**src/rtl/aes_pkg.sv**
```systemverilog
// Shared AES round-pipeline constants, beat layout and the GF(2^8) xtime helper.
package aes_pkg;

  localparam int         AES_NR      = 10;
  localparam int         AES_ROUND_W = 4;
  localparam logic [7:0] AES_XPOLY   = 8'h1B;

  typedef struct packed {
    logic [127:0]           state;
    logic [127:0]           key;
    logic [7:0]             rcon;
    logic [AES_ROUND_W-1:0] round;
    logic                   empty;
  } aes_beat_t;

  function automatic logic [7:0] xtime(input logic [7:0] r, input logic [7:0] poly = AES_XPOLY);
    return {r[6:0], 1'b0} ^ (r[7] ? poly : 8'h00);
  endfunction

endpackage

```
**src/rtl/aes_skid_buf.sv**
```systemverilog
// Two-entry valid/ready skid buffer: main register drives the outputs, skid catches the
// beat accepted while main is stalled, and in_ready is taken straight from a register.
module aes_skid_buf #(
  parameter int W = 8
) (
  input  logic         clk,
  input  logic         rst_n,
  input  logic         in_valid,
  output logic         in_ready,
  input  logic [W-1:0] in_data,
  output logic         out_valid,
  input  logic         out_ready,
  output logic [W-1:0] out_data
);

  logic [W-1:0] r_main, r_skid;
  logic         r_main_v, r_skid_v, r_in_ready;
  logic [W-1:0] w_main, w_skid;
  logic         w_main_v, w_skid_v;
  logic         w_accept, w_drain;

  assign w_accept = in_valid & r_in_ready;
  assign w_drain  = r_main_v & out_ready;

  always_comb begin
    w_main   = r_main;
    w_main_v = r_main_v;
    w_skid   = r_skid;
    w_skid_v = r_skid_v;
    // While the skid is occupied in_ready is low, so only a drain can happen.
    if (r_skid_v) begin
      if (w_drain) begin
        w_main   = r_skid;
        w_skid_v = 1'b0;
      end
    end else if (w_accept) begin
      if (!r_main_v || w_drain) begin
        w_main   = in_data;
        w_main_v = 1'b1;
      end else begin
        w_skid   = in_data;
        w_skid_v = 1'b1;
      end
    end else if (w_drain) begin
      w_main_v = 1'b0;
    end
  end

  always_ff @(posedge clk) begin
    if (!rst_n) begin
      r_main     <= '0;
      r_skid     <= '0;
      r_main_v   <= 1'b0;
      r_skid_v   <= 1'b0;
      r_in_ready <= 1'b0;
    end else begin
      r_main     <= w_main;
      r_skid     <= w_skid;
      r_main_v   <= w_main_v;
      r_skid_v   <= w_skid_v;
      r_in_ready <= !w_skid_v;
    end
  end

  assign in_ready  = r_in_ready;
  assign out_valid = r_main_v;
  assign out_data  = r_main;

endmodule

```
**src/rtl/aes_round_pipe_reg.sv**
```systemverilog
// Inter-round AES pipeline register: advances Rcon and the round index at capture time,
// flags the final round, and buffers beats through a two-entry skid buffer.
module aes_round_pipe_reg
  import aes_pkg::*;
#(
  parameter int         NR      = AES_NR,
  parameter int         ROUND_W = AES_ROUND_W,
  parameter logic [7:0] XPOLY   = AES_XPOLY
) (
  input  logic               clk,
  input  logic               rst_n,
  input  logic               in_valid,
  output logic               in_ready,
  input  logic [127:0]       in_state,
  input  logic [127:0]       in_key,
  input  logic [7:0]         in_rcon,
  input  logic [ROUND_W-1:0] in_round,
  input  logic               in_empty,
  output logic               out_valid,
  input  logic               out_ready,
  output logic [127:0]       out_state,
  output logic [127:0]       out_key,
  output logic [7:0]         out_rcon,
  output logic [ROUND_W-1:0] out_round,
  output logic               out_empty,
  output logic               out_last
);

  localparam int PAY_W = 128 + 128 + 8 + ROUND_W + 2;

  logic [ROUND_W-1:0] w_round_inc, w_round;
  logic [7:0]         w_rcon;
  logic               w_last;
  logic [PAY_W-1:0]   w_in_data, w_out_data;

  assign w_round_inc = in_round + ROUND_W'(1);
  assign w_rcon      = in_empty ? in_rcon  : xtime(in_rcon, XPOLY);
  assign w_round     = in_empty ? in_round : w_round_inc;
  // Bubbles never count as the final round, even if their index happens to equal NR.
  assign w_last      = !in_empty && (w_round_inc == ROUND_W'(NR));
  assign w_in_data   = {in_state, in_key, w_rcon, w_round, in_empty, w_last};

  aes_skid_buf #(.W(PAY_W)) u_skid (
    .clk       (clk),
    .rst_n     (rst_n),
    .in_valid  (in_valid),
    .in_ready  (in_ready),
    .in_data   (w_in_data),
    .out_valid (out_valid),
    .out_ready (out_ready),
    .out_data  (w_out_data)
  );

  assign {out_state, out_key, out_rcon, out_round, out_empty, out_last} = w_out_data;

endmodule

```
**config.mk**
```make
export PLATFORM = sky130hd
export DESIGN_NAME = aes_round_pipe_reg
export DESIGN_NICKNAME = d
export VERILOG_FILES = /design/src/rtl/aes_pkg.sv /design/src/rtl/aes_skid_buf.sv /design/src/rtl/aes_round_pipe_reg.sv
export SDC_FILE = /design/constraint.sdc
export NUM_CORES = 1
export LEC_CHECK = 0
export BUFFER_PORTS_ARGS = -buffer_cell sky130_fd_sc_hd__clkbuf_2
export CAP_MARGIN = 20
export CORE_ASPECT_RATIO = 0.7
export CORE_MARGIN = 4
export CORE_UTILIZATION = 45
export DETAILED_ROUTE_END_ITERATION = 8
export PLACE_DENSITY = 0.78
export SYNTH_ARGS = -nofsm -noshare
export SYNTH_HDL_FRONTEND = slang
export SYNTH_SLANG_ARGS = --single-unit
```
**constraint.sdc**
```tcl
create_clock -name clk -period 2.3 [get_ports clk]
set_clock_uncertainty 0.05 [all_clocks]
set_input_delay 0 -clock clk [delete_from_list [all_inputs] [get_ports clk]]
set_output_delay 0 -clock clk [all_outputs]
set_load 0.03 [all_outputs]
```
==> results of run 1 <==
[flip-flops by register name (all words and copies together) (netlist names)]
signal            cells
u_skid.out_valid      1
u_skid.in_ready       1
u_skid.r_skid       270
u_skid.out_data     270
u_skid.r_skid_v       1
[logic make-up (layout without fill, tap and decap cells)]
group	after synthesis	after routing	synth area share [%]
adder cells (fa/ha/maj)	2	2	0.118
buffers and inverters	214	950	4.42
flip-flops	543	543	51.2
multiplexers	267	267	12.6
other	0	5	0
AND/OR/NAND/NOR	821	821	14.7
XOR/XNOR	8	8	0.330
AO/OA/AOI/OAI	555	555	16.6
[what timing repair did]
action / in CTS / in global routing
endpoints found under the setup margin: 0 / 0
hold endpoints to repair: 543 / 0
hold buffers: 276 / 0
[placed cells by master (no fill, tap or decap), types with 24 or more instances in the layout]
| master | instances |
|---|---|
| clkbuf_2 | 544 |
| dfxtp_1 | 542 |
| nand2_1 | 538 |
| dlygate4sd3_1 | 276 |
| nor2_1 | 272 |
| a21oi_1 | 268 |
| mux2i_1 | 267 |
| a211oi_1 | 264 |
| clkbuf_16 | 53 |
| buf_12 | 24 |
[worst max-delay path: stages, from the launching register on]
cell	delay [ps]
dfxtp_1	430
nand2_1	150
a21oi_4	210
buf_4	220
buf_4	350
nor2_1	130
a211oi_1	350
[path summary, 6_finish.rpt]
check,cells after the start,start,to
worst max-delay path,6,u_skid.out_valid$_SDFFE_PN0P_,u_skid.out_data[78]$_SDFFE_PN0P_
worst min-delay path,5,in_rcon[2],u_skid.r_skid[9]$_SDFFE_PN0P_
worst max register to register,6,u_skid.out_valid$_SDFFE_PN0P_,u_skid.out_data[78]$_SDFFE_PN0P_
worst min register to register,2,u_skid.r_skid[143]$_SDFFE_PN0P_,u_skid.r_skid[143]$_SDFFE_PN0P_
[layout make-up]
cell class                      count  share of cell area, %
Antenna cell                        5                 0.0435
Clock inverter                     16                  0.448
Clock buffer                       74                   5.19
Inverter                            4                 0.0782
Tap cell                          612                   2.66
Timing Repair Buffer              856                   21.0
Sequential cell                   543                   37.8
Multi-Input combinational cell   1653                   32.8
[per-layer routing]
layer	up-vias	track usage, %
met4	0	12.2
met5	-	0
met3	267	5.03
li1	9706	-
met1	9680	30.0
met2	928	42.8
[power by group through the flow]
stage,registers (mW),clock network [mW],logic [mW]
floorplan,11.0,0,1.12
global placement,10.3,0,2.81
detailed placement,10.3,0,2.88
CTS,10.1,8.42,3.29
global route,10.1,8.80,3.58
finish,10.1,8.29,3.36
==> impl_results.md, run 1 <==
- GRT Overall Usage: 25.0%
- Most common library cells after synthesis: dfxtp_1 (543), nand2_1 (538), nor2_1 (272), a21oi_1 (268), mux2i_1 (267)
- Layout Nets: roughly 3400
- Routed vias: slightly above 20000
- Leading post-synthesis cells by cell area: dfxtp_1 (51%), mux2i_1 (13%), nand2_1 (9.5%), a211oi_1 (9.3%), a21oi_1 (6.3%)
- Placed Instances: between 3000 and 4000
- Critical-path maximum fanout: 35
- Synth Instances: between 2000 and 2500
- Sw Ratio: 27.7%
- Unrepaired setup endpoints after global routing: no
- Max VDD drop: 0.000768 V
- Worst setup SP type: flop
- Die Y: between 150 and 200 µm
- Fin crit share: about nine tenths
- Share of layout cells above drive strength 1: roughly a fifth
- Final cell count without fillers: approximately 3800
- # DRC: 0
- Inserted Clock Buffers: slightly above 50
- Vias per cell: 5.47
- Initial antenna violation count: 4
- Post-DP Area: about 0.024 mm²
- Max-Cap Viols: 0
- Ys flop type: dfxtp_1
- Clock Sink Count: 543
- Yosys warning total: 0
- Seq/Total Area, Yosys: between 50% and 60%
- Antenna Nets Post-Route: 0
- Largest net degree at the start of global routing: 109
- Finished Cell Area: 0.0288 mm²
- Routed wl met2: between 30 and 40 mm
- Clock Latency Late Sink: ~560 ps
- Root buffer cell: clkbuf_16
- Fillers: about 3500
- Starting Density: 45.6%
- H-tree depth: 2
- Register clock-pin slew on the reported worst setup and hold paths: 70 ps
- Setup repair bufs after CTS: 0
- R2R Setup Slk: approximately 270 ps
- Die Area: just over 0.05 mm²
- Top-count cell post-synth: dfxtp_1
- Syn Nets: between 2000 and 3000
- Top-area cell type share of the netlist area: around 51%
- Asr flop ratio synth: 0%
- Status: completed
- Yosys top cell by area: dfxtp_1
- Req. time, crit path: about 2700 ps
- Met1 wire length: between 20 and 30 mm
- First-pass GRT wire length: between 100 and 150 mm
- Flops & latches, synth: 543
- Area delta synth->final: 35.5%
- Starting DRT DRC Count: about 1700
- Final WL: roughly 67 mm
- Wire length on met3: roughly 4.6 mm
- Sequential share of power: roughly 46%
- Maximum clock path buffer count: 3
- Grt ovf: 0
- Slew Limit Headroom: just under 50%
- WHS: roughly 73 ps
- PnR worst setup slack: 268 ps
- Footprint of the multi-input gates: between 0.009 and 0.01 mm²
- Routability cong.: around 0.82
- Die Width: around 270 µm
- Post_cts resized: 0
- Cell area after synthesis: roughly 0.021 mm²
- Max-slew violations: 0
- Final core occ: 61.8%
- Leakage: approximately 11 nW
- Worst Path Arrival: between 2000 and 2500 ps
- Core Region: 0.0466 mm²
- Port bufs: around 540
- HP Class: input port to flop
- WL/cell: 17.9 µm
- FP Rows: 66
- Synth unique cells: 36
- Clock Power Share: a little under two fifths
- Setup TNS: 0 ps
- Psw: roughly 6.0 mW
- Final HPWL DP: around 41 mm
- # IOs: roughly 550
- Least-Margin Pin Slew: slightly below 800 ps
- Dpl ws: between 400 and 500 ps
- Pwr Total: 21.7 mW
- Critical path class: flop to flop
- Synthesized area per cell: between 8 and 9 µm²
- DR top layer: met4
- Final Critical Period: 2030 ps
- Combinational share of power: between 10% and 20%
- Max Freq: between 0.4 and 0.5 GHz
- Power Internal: approximately 16 mW
- CTS tree: yes
- Pwr/cell area: around 760 mW/mm²
- Final setup fails: 0
- Post-synth EDFFs: 0
- TritonRoute pass-1 iters: 5
- Register area: between 0.01 and 0.015 mm²
- Worst setup EP type: flop
- Vias in the first global route: around 20000
- Final Hold Fails: 0
(Power assumes the default switching activity.)
==> run 2, diff against run 1 <==
PLACE_DENSITY = 0.76   (was 0.78)
SYNTH_HIERARCHICAL = 1   (was not set)
==> impl_results.md, run 2 <==
- Status: completed
- Final Critical Period: 2020 ps (-9.88 ps)
- Starting DRT DRC Count: 2408 (+40%)
- Cell area after synthesis: 0.0242 mm² (+14%)
- Routed vias: 23779 (+16%)
- Met1 usage: 34.0% (+4.0 points)
- Vias per cell: 6.08 (+11%)
- Max-slew violations: 0 (unchanged)
- Worst r2r src: u_skid/r_skid_v$_SDFF_PN0_
- Critical path class: flop to flop
- Pwr/cell area: 708 mW/mm² (-6.2%)
- TritonRoute pass-1 iters: 7 (+2)
- Most common cell after layout, fill and taps aside: clkbuf_2
- Min-delay src: in_rcon[2]
- Most common library cells after synthesis: dfxtp_1 (543), nand2_1 (274), mux2i_1 (271)
- Yosys warning total: 6 (+6)
- Maximum clock path buffer count: 3 (unchanged)
- Worst Path Arrival: 2440 ps (+30 ps)
- Dpl ws: 339 ps (-95.0 ps)
- Vias in the first global route: 23697 (+16%)
- Asr flop ratio synth: 0% (unchanged)
- Setup TNS: 0 ps (unchanged)
- # DRC: 0 (unchanged)
- Register clock-pin slew on the reported worst setup and hold paths: 70 ps (about the same)
- Synthesized area per cell: 9.54 µm² (+8.3%)
- Starting Density: 45.9% (+0.31 points)
- Leakage: 14.4 nW (+32%)
- Grt ovf: 0 (unchanged)
- FP Rows: 70 (+6.1%)
- Die Y: 202 µm (+6.5%)
- Slowest cell delay on critical path: 390 ps (-40 ps)
- R2R depth: 5 (-1)
- Met3 usage in global routing: 5.50% (+0.47 points)
- Post-synth EDFFs: 0 (unchanged)
- Top-count cell post-synth: dfxtp_1
- Most used cells in the layout excluding fill and tap cells: clkbuf_2 (543), dfxtp_1 (542), dlygate4sd3_1 (278)
- WHS: 70.7 ps (-2.43 ps)
- Yosys top cell by area: dfxtp_1
- Syn Nets: 2812 (+4.7%)
- Final core occ: 60.0% (-1.8 points)
- Area delta synth->final: 30.7%
- Inserted Clock Buffers: 52 (+2.0%)
- Root buffer cell: clkbuf_16
- H-tree depth: 2 (unchanged)
- WL/cell: 20.9 µm (+17%)
- Crit-path cells: and3b_4 > buf_12 > buf_4 > o211ai_1 > o211a_1
- Unrepaired setup endpoints after global routing: no
- R2R Path End: u_skid/out_data[172]$_SDFFE_PN0P_
- First-pass GRT wire length: 130 mm (+23%)
- Routability cong.: 0.866 (+5.6%)
- Max-Cap Viols: 0 (unchanged)
- Grt peak-use layer: met2
- Slew Limit Headroom: 37.0% (-11 points)
- WP buf/inv: 2 (unchanged)
- Clock Latency Late Sink: 580 ps (+20 ps)
- Synth Instances: 2537 (+5.3%)
- Core Region: 0.0527 mm² (+13%)
- Final setup fails: 0 (unchanged)
- Top-area cell type share of the netlist area: 44.9% (-6.3 points)
- Fin crit share: 87.9% (-0.43 points)
- # IOs: 545 (unchanged)
- Worst setup SP type: flop
- Largest net degree at the start of global routing: 144 (+32%)
- Layout Nets: 3413 (+0.86%)
- Final HPWL DP: 48.3 mm (+19%)
- Least-Margin Pin Slew: 945 ps (+171 ps)
- Final WL: 81.7 mm (+21%)
- Max Freq: 0.495 GHz (+0.49%)
- CTS tree: yes
- Worst setup EP type: flop
- Slowest cell on crit path: dfxtp_4
- Pwr Total: 22.4 mW (+3.0%)
- Flops & latches, synth: 543 (unchanged)
- PnR worst setup slack: 278 ps (+9.88 ps)
- Ys flop type: dfxtp_1
- R2R Setup Slk: 280 ps (about the same)
- Initial antenna violation count: 13 (+9)
- Critical-path maximum fanout: 88 (+150%)
- Die Width: 285 µm (+6.6%)
- HP Class: input port to flop
- Port bufs: 544 (unchanged)
- Die Area: 0.0576 mm² (+13%)
- Met2 Track Usage GR: 44.4% (+1.6 points)
- Max VDD drop: 0.000604 V (-21%)
- WHS Endpoint: u_skid/out_data[9]$_SDFFE_PN0P_
- Leading post-synthesis cells by cell area: dfxtp_1 (45%), mux2i_1 (11%), o211a_1 (11%), o211ai_1 (8.4%), nand4_1 (7.0%)
- Seq/Total Area, Yosys: 44.9% (-6.3 points)
- Crit-path leading delay family: buffers and inverters
- Req. time, crit path: 2720 ps (+40 ps)
- GRT Overall Usage: 26.8% (+1.8 points)
- Final Hold Fails: 0 (unchanged)
- Hold Path Stages: 6 (+1)
- Synth unique cells: 29 (-19%)
- Clock Sink Count: 543 (unchanged)
- Share of layout cells above drive strength 1: 21.9% (+0.67 points)
- Antenna Nets Post-Route: 0 (unchanged)
[run 2: changes by cell type in the layout (fill, tap and decap cells not counted), sizes merged, moves of 5 or more]
cell / previous run / this run
nor2: 272 / 0
o21ai: 2 / 273
nand4: 1 / 270
o211a: 1 / 270
a21oi: 269 / 2
o211ai: 5 / 270
a211oi: 264 / 0
nand2: 538 / 274
buf: 36 / 59
diode: 5 / 13
mux2: 0 / 5
[run 2: power breakdown]
| group | switching (mW) | leakage, nW | internal, mW |
|---|---|---|---|
| clock network | 3.73 | 0.849 | 4.91 |
| logic | 2.28 | 9.08 | 1.39 |
| registers | 0.279 | 4.43 | 9.83 |
| total | 6.29 | 14.4 | 16.1 |
[run 2: worst max path at each step]
stage	endpoint	cells after the start	slack [ps]	from
floorplan	u_skid/out_data[53]$_SDFFE_PN0P_	6	530	u_skid/out_valid$_SDFFE_PN0P_
global placement	u_skid/r_skid[220]$_SDFFE_PN0P_	4	380	u_skid/out_valid$_SDFFE_PN0P_
detailed placement	u_skid/r_skid[185]$_SDFFE_PN0P_	4	340	u_skid/out_valid$_SDFFE_PN0P_
CTS	u_skid/r_skid[185]$_SDFFE_PN0P_	4	300	u_skid/out_valid$_SDFFE_PN0P_
global route	u_skid/r_skid[238]$_SDFFE_PN0P_	4	170	u_skid/out_valid$_SDFFE_PN0P_
finish	u_skid/out_data[172]$_SDFFE_PN0P_	5	280	u_skid/r_skid_v$_SDFF_PN0_
[run 2: final cells by class]
type | count | area [µm²]
clock inverter | 16 | 145
inverter | 1 | 3.75
sequential | 543 | 10900
timing repair buffer | 880 | 6300
fill | 4192 | 21100
antenna | 13 | 32.5
multi-input combinational | 1660 | 11800
clock buffer | 77 | 1560
tap | 720 | 901
[run 2: stage by stage]
| stage | instance area, µm² | instances |
|---|---|---|
| after global routing | 31600 | 3905 |
| after detailed placement | 27100 | 3526 |
| after global placement | 27100 | 3526 |
| after CTS | 31600 | 3897 |
| after floorplan | 24200 | 2537 |
| final | 31600 | 3910 |
[run 2: cell families (layout without fill, tap and decap cells)]
group	count (synthesis)	after routing	share of synthesized area (%)
other	0	13	0
XOR/XNOR	7	7	0.253
adder cells (fa/ha/maj)	2	2	0.103
flip-flops	543	543	44.9
multiplexers	276	276	11.4
buffers and inverters	334	974	6.39
AO/OA/AOI/OAI	818	818	25.3
AND/OR/NAND/NOR	557	557	11.6
[run 2: worst reg2reg max path: cells and delay by family (launching register included)]
kind	cells	cell delay (ps)
compound gates	2	310
flops	1	390
buf+inv	2	770
simple gates	1	390
[run 2: what timing repair did]
action | CTS | global route
endpoints found under the hold margin | 540 | 0
resized for setup | 0 | 0
setup buffers | 0 | 0
hold buffers | 278 | 0
[run 2: layer usage]
layer	wire (µm)	up-vias
met5	41	-
met1	32700	11448
met2	38900	1207
met4	3540	6
met3	6570	269
li1	-	10849
